<file path="src/rtl/div_pkg.sv">
// Shared types and sizing helpers for the sequential restoring divider.
package div_pkg;

    typedef enum logic [1:0] {
        IDLE,
        CALC,
        DONE
    } div_state_t;

    // Iteration counter only ever holds DATA_WIDTH-1 down to 0.
    function automatic int cnt_width(input int data_width);
        return $clog2(data_width);
    endfunction

endpackage

</file>
<file path="src/rtl/carry_look_ahead_adder.sv">
// Parameterised carry-lookahead adder; each carry is the flat generate/propagate sum of products.
module carry_look_ahead_adder #(
    parameter int DATA_WIDTH = 4
) (
    input  logic [DATA_WIDTH-1:0] a_in,
    input  logic [DATA_WIDTH-1:0] b_in,
    input  logic                  carry_in,
    output logic [DATA_WIDTH-1:0] sum_out,
    output logic                  carry_out
);

    logic [DATA_WIDTH-1:0] gen;
    logic [DATA_WIDTH-1:0] prop;
    logic [DATA_WIDTH:0]   carry;
    logic                  prod;

    assign gen  = a_in & b_in;
    assign prop = a_in ^ b_in;

    always_comb begin
        carry    = '0;
        prod     = 1'b0;
        carry[0] = carry_in;
        for (int i = 0; i < DATA_WIDTH; i++) begin
            // carry_in propagated through every stage up to i
            prod = carry_in;
            for (int j = 0; j <= i; j++) begin
                prod = prod & prop[j];
            end
            carry[i+1] = prod;
            for (int j = 0; j <= i; j++) begin
                prod = gen[j];
                for (int k = j + 1; k <= i; k++) begin
                    prod = prod & prop[k];
                end
                carry[i+1] = carry[i+1] | prod;
            end
        end
    end

    assign sum_out   = prop ^ carry[DATA_WIDTH-1:0];
    assign carry_out = carry[DATA_WIDTH];

endmodule

</file>
<file path="src/rtl/seq_restoring_divider.sv">
// Iterative unsigned restoring divider, one quotient bit per clock, with valid/ready
// request and result ports. Trial subtracts run on the carry-lookahead adder.
//
// state | meaning
// IDLE  | ready for a request; outputs hold the last result
// CALC  | shift/subtract iterations, DATA_WIDTH cycles
// DONE  | publish result, hold it until the consumer accepts
module seq_restoring_divider
    import div_pkg::*;
#(
    parameter int DATA_WIDTH = 4
) (
    input  logic                  clk_in,
    input  logic                  rst_n_in,
    input  logic                  in_valid_in,
    output logic                  in_ready_out,
    input  logic [DATA_WIDTH-1:0] dividend_in,
    input  logic [DATA_WIDTH-1:0] divisor_in,
    output logic                  out_valid_out,
    input  logic                  out_ready_in,
    output logic [DATA_WIDTH-1:0] quotient_out,
    output logic [DATA_WIDTH-1:0] remainder_out,
    output logic                  div_by_zero_out
);

    localparam int W  = DATA_WIDTH;
    localparam int CW = cnt_width(DATA_WIDTH);

    div_state_t    state_q, state_d;
    logic [CW-1:0] cnt_q, cnt_d;
    logic [W-1:0]  rem_q, rem_d;
    logic [W-1:0]  quo_q, quo_d;
    logic [W-1:0]  dsr_q, dsr_d;
    logic          dbz_q, dbz_d;
    logic          out_valid_q, out_valid_d;
    logic [W-1:0]  quo_out_q, quo_out_d;
    logic [W-1:0]  rem_out_q, rem_out_d;
    logic          dbz_out_q, dbz_out_d;

    logic [W:0]    rem_shift;
    logic [W:0]    trial;
    logic          no_borrow;
    logic          unused_trial_msb;

    assign rem_shift = {rem_q, quo_q[W-1]};

    carry_look_ahead_adder #(.DATA_WIDTH(W + 1)) u_trial_sub (
        .a_in      (rem_shift),
        .b_in      (~{1'b0, dsr_q}),
        .carry_in  (1'b1),
        .sum_out   (trial),
        .carry_out (no_borrow)
    );

    // An accepted trial is always below the divisor, so its top bit is zero.
    assign unused_trial_msb = trial[W];

    always_comb begin
        state_d     = state_q;
        cnt_d       = cnt_q;
        rem_d       = rem_q;
        quo_d       = quo_q;
        dsr_d       = dsr_q;
        dbz_d       = dbz_q;
        out_valid_d = out_valid_q;
        quo_out_d   = quo_out_q;
        rem_out_d   = rem_out_q;
        dbz_out_d   = dbz_out_q;
        case (state_q)
            IDLE: begin
                if (in_valid_in) begin
                    dsr_d = divisor_in;
                    cnt_d = CW'(W - 1);
                    if (divisor_in == '0) begin
                        state_d = DONE;
                        quo_d   = '1;
                        rem_d   = dividend_in;
                        dbz_d   = 1'b1;
                    end else begin
                        state_d = CALC;
                        quo_d   = dividend_in;
                        rem_d   = '0;
                        dbz_d   = 1'b0;
                    end
                end
            end
            CALC: begin
                rem_d = no_borrow ? trial[W-1:0] : rem_shift[W-1:0];
                quo_d = {quo_q[W-2:0], no_borrow};
                if (cnt_q == '0) begin
                    state_d = DONE;
                end else begin
                    cnt_d = cnt_q - CW'(1);
                end
            end
            DONE: begin
                // First DONE cycle registers the result; it is then held until taken.
                if (!out_valid_q) begin
                    out_valid_d = 1'b1;
                    quo_out_d   = quo_q;
                    rem_out_d   = rem_q;
                    dbz_out_d   = dbz_q;
                end else if (out_ready_in) begin
                    out_valid_d = 1'b0;
                    state_d     = IDLE;
                end
            end
            default: state_d = IDLE;
        endcase
    end

    always_ff @(posedge clk_in) begin
        if (!rst_n_in) begin
            state_q     <= IDLE;
            cnt_q       <= '0;
            rem_q       <= '0;
            quo_q       <= '0;
            dsr_q       <= '0;
            dbz_q       <= 1'b0;
            out_valid_q <= 1'b0;
            quo_out_q   <= '0;
            rem_out_q   <= '0;
            dbz_out_q   <= 1'b0;
        end else begin
            state_q     <= state_d;
            cnt_q       <= cnt_d;
            rem_q       <= rem_d;
            quo_q       <= quo_d;
            dsr_q       <= dsr_d;
            dbz_q       <= dbz_d;
            out_valid_q <= out_valid_d;
            quo_out_q   <= quo_out_d;
            rem_out_q   <= rem_out_d;
            dbz_out_q   <= dbz_out_d;
        end
    end

    assign in_ready_out    = (state_q == IDLE);
    assign out_valid_out   = out_valid_q;
    assign quotient_out    = quo_out_q;
    assign remainder_out   = rem_out_q;
    assign div_by_zero_out = dbz_out_q;

endmodule

</file>
<file path="config.mk">
export PLATFORM = sky130hd
export DESIGN_NAME = seq_restoring_divider
export DESIGN_NICKNAME = d
export VERILOG_FILES = /design/src/rtl/div_pkg.sv /design/src/rtl/carry_look_ahead_adder.sv /design/src/rtl/seq_restoring_divider.sv
export SDC_FILE = /design/constraint.sdc
export NUM_CORES = 1
export LEC_CHECK = 0
export ABC_AREA = 1
export CELL_PAD_IN_SITES_DETAIL_PLACEMENT = 0
export CELL_PAD_IN_SITES_GLOBAL_PLACEMENT = 2
export CORE_AREA = 2 2 65 80
export DETAILED_ROUTE_END_ITERATION = 10
export DIE_AREA = 0 0 67 82
export GPL_TIMING_DRIVEN = 0
export HOLD_SLACK_MARGIN = 0.03
export PLACE_DENSITY = 0.74
export REMOVE_ABC_BUFFERS = 1
export SETUP_SLACK_MARGIN = 0.15
export SLEW_MARGIN = 20
export SYNTH_ARGS = -nofsm -noshare
export SYNTH_HDL_FRONTEND = slang
export SYNTH_SLANG_ARGS = --single-unit
export TNS_END_PERCENT = 30
</file>
<file path="constraint.sdc">
create_clock -name clk_in -period 1.9 [get_ports clk_in]
set_input_delay 0.475 -clock clk_in [delete_from_list [all_inputs] [get_ports clk_in]]
set_output_delay 0.475 -clock clk_in [all_outputs]
set_load 0.01 [all_outputs]
</file>
# After elaboration in Yosys (flattened, before gate mapping)
# Index checks and enable logic that the tools add are counted.
# word_totals
wordCells,76
output_inout_bits,11
inputBits,12
ff_bits,27
# op_classes
eq_ne,7
bitwise_logic,30
addsub,1
reduce_logical,9
mux,19
# ops
operator,n
two-way mux 4 bit,5
case mux 4 bit (2 select lines),2
bitwise AND 1 bit,14
two-way mux 2 bit,7
bitwise OR 1 bit,11
"inequality test 2 bit, second input constant",5
case mux 2 bit (3 select lines),1
AND reduction 2 bit,3
bitwise AND 5 bit,1
inverter 4 -> 5 bit,1
bitwise XOR 5 bit,1
logical NOT 2 bit,2
logical NOT 4 bit,1
case mux 2 bit (2 select lines),1
AND reduction 4 bit,1
bitwise XOR 4 bit,1
two-way mux 1 bit,3
AND reduction 3 bit,1
"== test 2 x 1 -> 1 bit, second input constant",1
"== test 2 bit, second input constant",1
nonzero test 2 bit,1
"subtractor 2 x 1 -> 2 bit, second input constant",1
inverter 1 bit,1

# Logic depth before layout (Yosys ltp)
# logic_depth
word_depth,13
depth_mapped,9
mapped_depth_nobuf,9

# By module
# From an unflattened synthesis, not the netlist that was laid out.
# unflattened
cells_unflattened,214
hier_area_um2,1457.6
# by_module_without_submodules
module,area_each_um2,cells_per_inst,n_inst,seq_area_each_um2
seq_restoring_divider,1251.2,187,1,540.5
carry_look_ahead_adder,206.4,27,1,0.0

# Least setup slack after synthesis
# Ideal clock, no wire load.
# synth_timing
path_type,register to register
from,register quo_q[3]
to,register rem_q[1]
stages_incl_launch_ff,10
t_arrival_ps,1331
required_time_ps,1829
setup_slack_ps,498
setup_time_ps,71
path_buffers,0
synth_period_minus_slack_ps,1402
cell_sequence,dfxtp_1 inv_1 ha_1 nand3_1 nand4_1 nand2_1 nand2_1 nand2_1 nand3_1 a21oi_1
# synth_between
elab_chain_cells,12
word_cells_on_any_way,19
classes_between,mux: 2; bitwise: 17
# synth_rtl
item,line,rtl
from (decl),seq_restoring_divider.sv:32,"logic [W-1:0] quo_q, quo_d;"
from (signal assigned),seq_restoring_divider.sv:128,quo_q <= quo_d;
bitwise XOR 5 bit or bitwise AND 5 bit (tied branches),"carry_look_ahead_adder.sv:18, carry_look_ahead_adder.sv:17",
"bitwise AND 1 bit, on equally long branches","carry_look_ahead_adder.sv:28, carry_look_ahead_adder.sv:34",
"bitwise AND 1 bit, on equally long branches",--,
bitwise AND 1 bit,--,
"bitwise AND 1 bit, on equally long branches","carry_look_ahead_adder.sv:28, carry_look_ahead_adder.sv:34",
bitwise OR 1 bit (5 in a row),carry_look_ahead_adder.sv:36,carry[i+1] = carry[i+1] | prod;
two-way mux 4 bit *,seq_restoring_divider.sv:88,rem_d = no_borrow ? trial[W-1:0] : rem_shift[W-1:0];
case mux 4 bit (2 select lines) *,seq_restoring_divider.sv:69,case (state_q)
to (signal assigned),seq_restoring_divider.sv:127,rem_q <= rem_d;
to (decl),seq_restoring_divider.sv:31,"logic [W-1:0] rem_q, rem_d;"
# Mark *: on every way between the ends. The rest lies on a longest branch, timed or not.
# A chain may end at the register's enable or synchronous reset.

# Worst setup path after layout
# layout_timing
from,register out_valid_q (netlist: out_valid_out)
to,output out_valid_out
# layout_lines
item,line,rtl
from (decl),seq_restoring_divider.sv:35,"logic out_valid_q, out_valid_d;"
from (signal assigned),seq_restoring_divider.sv:131,out_valid_q <= out_valid_d;
to (decl),seq_restoring_divider.sv:19,"output logic out_valid_out,"
# No word-level cell between the ends.

==> run summary <==
Antenna diode count - 0
Peak per-stage delay on the critical path - 540 ps
Final period util - 0.873
Number of unique standard cell types used by synthesis - 23
Source-to-sink clock delay at the later pin of the worst-skew pair - 280 ps
Total power consumption of the routed design - 1470 uW
TritonCTS clock tree - yes
Startpoint types - flip-flop
Hold Path Class - flip-flop to flip-flop
Reg-to-reg setup timing slack - 290 ps
Die boundary width - 67 um
Fraction of final layout cells with drive strength greater than 1 - 0.0825
Number of buffers inserted by port buffering - 22
Kind of critical path - flip-flop to output pin
Grt peak-use layer - met2
Clock root buffer - clkbuf_8
Global placer's final weighted congestion - 0.772
Placed Cells incl. Taps - 260
Post-route setup slack - 241 ps
Number of buffer and inverter instances along the worst setup path - 1
Met3 demand-to-capacity share in global routing - 0.0137
Vias in the first global route - 1268
Place WS - -197 ps
H-tree depth reported by CTS - 1
Initial antenna violation count - 0
Setup repair after global routing missed its margin - true
Starting utilization of the core area - 0.279
Max capacitance violation total - 0
Number of I/O pins - 23
Depth of the worst register-to-register path - 9
Syn_area_per_cell - 7.22 sq um
Leakage power total - 0.000651 uW
Largest voltage drop on the vdd net - 376 uV
Max Clk Rate - 603 MHz
Transition time at the pin with the least slew margin - 400 ps
Final setup violating endpoints - 0
Number of clock buffers inserted by TritonCTS - 3
Detailed placer's ending HPWL - 2430 um
Fraction of met2 tracks used by global routing - 0.233
Synth warn - 0
Met1 demand-to-capacity share in global routing - 0.161
Max-slew headroom - 0.733
Required time of the worst setup path - 1420 ps
Total grt overflow - 0
Final slew viol count - 0
Reg2Reg Capture Point - rem_q[1]$_SDFFE_PN0P_
GRT Overall Usage - 0.129
Nets - 225
Filler instances - 541
Family of cells with the greatest summed delay on the critical path - buffers and inverters
Via count normalized by instance count - 4.71
Core Area - 0.00476 sq mm
Routed wire length - 3180 um
Post-route DRC violation count - 0
Vias after detailed routing - 1254
Maximum number of pins on one net before global-route repair - 18
Part of the Yosys area used for sequential elements - 0.407
Number of storage elements in the synthesis netlist - 27
Worst Setup End Kind - output pin
Routed wire per std cell - 12.0 um
Site row count - 28
Final Hold Slack - 468 ps
Final std cells w/o fill - 266
Worst path cell trace - clkdlybuf4s50_1
Post-layout min period - 1660 ps
Number of DRC markers after the initial detailed-route iteration - 52
Clk_skew - 12.9 ps
Maximum number of buffers from clock root to sink - 2
Initial DRT Pass Iterations - 4
Post-detailed-route count of antenna-violating nets - 0
Worst hold start - quotient_out[0]$_SDFFE_PN0P_
Layout Area Growth over Synthesis - 24.8%
Status - finished clean
Hold path endpoint - quotient_out[0]$_SDFFE_PN0P_
Number of hold buffers added after CTS - 0
Final hold vios - 0
Die boundary height - 82 um
Worst r2r src - quo_q[3]$_SDFFE_PN0P_
Most frequent standard cell in the layout excluding fill and tap cells - nand2_1
Crit path arrival time - 1180 ps
Post-synthesis cell count - 184
Number of instances on the worst hold path - 2
Die ar. - 0.00549 sq mm
Global-route wire length before repair - 5570 um
Cell Area, Synth - 0.00133 sq mm
Number of clock sinks - 27
Clock input transition at the sequential cells of the worst setup and hold paths - 110 ps
Cell area power density - 884 mW/mm^2
Critical-path cell with the highest stage delay - clkdlybuf4s50_1
Commonest non-fill, non-tap cells in the layout - nand2_1 (30), a21oi_1 (26), dfxtp_1 (26)
Largest fanout on the critical path - 3
[state kept, by name, summed over array words and instances, names as in the netlist]
signal / count
dbz_q: 1
rem_q: 4
quotient_out: 4
cnt_q: 2
quo_q: 4
remainder_out: 4
state_q: 2
div_by_zero_out: 1
out_valid_out: 1
dsr_q: 4
[worst max path at each step]
stage                               start               endpoint  slack [ps]  cells after the start
2_1_floorplan       quo_q[3]$_SDFFE_PN0P_  rem_q[1]$_SDFFE_PN0P_         490                      9
3_3_place_gp                     rst_n_in  quo_q[0]$_SDFFE_PN0P_        -150                      3
3_5_place_dp                     rst_n_in  quo_q[0]$_SDFFE_PN0P_        -200                      3
4_1_cts             quo_q[3]$_SDFFE_PN0P_  rem_q[1]$_SDFFE_PN0P_         180                      9
5_1_grt             quo_q[3]$_SDFFE_PN0P_  rem_q[0]$_SDFFE_PN0P_         140                      9
6_report       out_valid_out$_SDFFE_PN0N_          out_valid_out         240                      1
[where the power goes]
group          total, uW  internal (uW)  leakage (uW)  switching (uW)
registers            661            620      0.000222            41.8
logic                463            190      0.000407             272
clock network        342            149     0.0000217             192
total               1470            959      0.000651             507
[final cells by class]
| class | count | area, sq um | share of cell area |
|---|---|---|---|
| Multi-Input combinational cell | 126 | 661 | 0.398 |
| Clock inverter | 1 | 7.51 | 0.00453 |
| Sequential cell | 27 | 544 | 0.328 |
| Inverter | 25 | 95.1 | 0.0574 |
| Tap cell | 60 | 75.1 | 0.0453 |
| Timing Repair Buffer | 24 | 234 | 0.141 |
| Clock buffer | 3 | 41.3 | 0.0249 |
[cell usage after synthesis]
library cell,number,area share
o21a_1,1,0.0057
nor3_1,1,0.0038
nor2_2,1,0.0047
buf_2,1,0.0038
nor2_4,2,0.017
nand3_1,18,0.068
o21ai_0,14,0.053
xor2_1,2,0.013
ha_1,6,0.056
a22oi_1,1,0.0057
dfxtp_1,27,0.41
o21ai_1,3,0.011
clkinv_1,1,0.0028
nor2_1,12,0.034
a31oi_1,5,0.024
a21oi_1,26,0.098
clkbuf_1,3,0.0085
inv_2,3,0.0085
buf_6,2,0.017
inv_1,21,0.059
nand4_1,1,0.0047
nand2_2,1,0.0047
nand2_1,32,0.090
[per-layer routing]
layer | share of wire | vias to the layer above
li1 | - | 656
met1 | 0.46 | 570
met2 | 0.50 | 24
met3 | 0.036 | 4
met4 | 0.0085 | 0
met5 | 0 | -
[per-stage QoR]
step                       util  cell area, sq um  TNS [ps]
after global placement    0.333              1590     -1900
final                     0.348              1660         0
after detailed placement  0.333              1590     -2780
after global routing      0.348              1660         0
after floorplan               -              1290         0
after CTS                 0.343              1640         0
[kinds of logic after synthesis]
logic type	share of synthesized area
fa+ha+maj	0.0565
xor+xnor	0.0132
simple gates	0.227
buf+inv	0.0998
compound gates	0.197
flops	0.407
[repair_timing]
| item | CTS | global route |
|---|---|---|
| resized for setup | 3 | 3 |
| setup buffers | 0 | 2 |
| pin swaps | 0 | 2 |
| setup endpoints to repair | 14 | 4 |
Note: power is estimated with default switching activity, not from simulation.
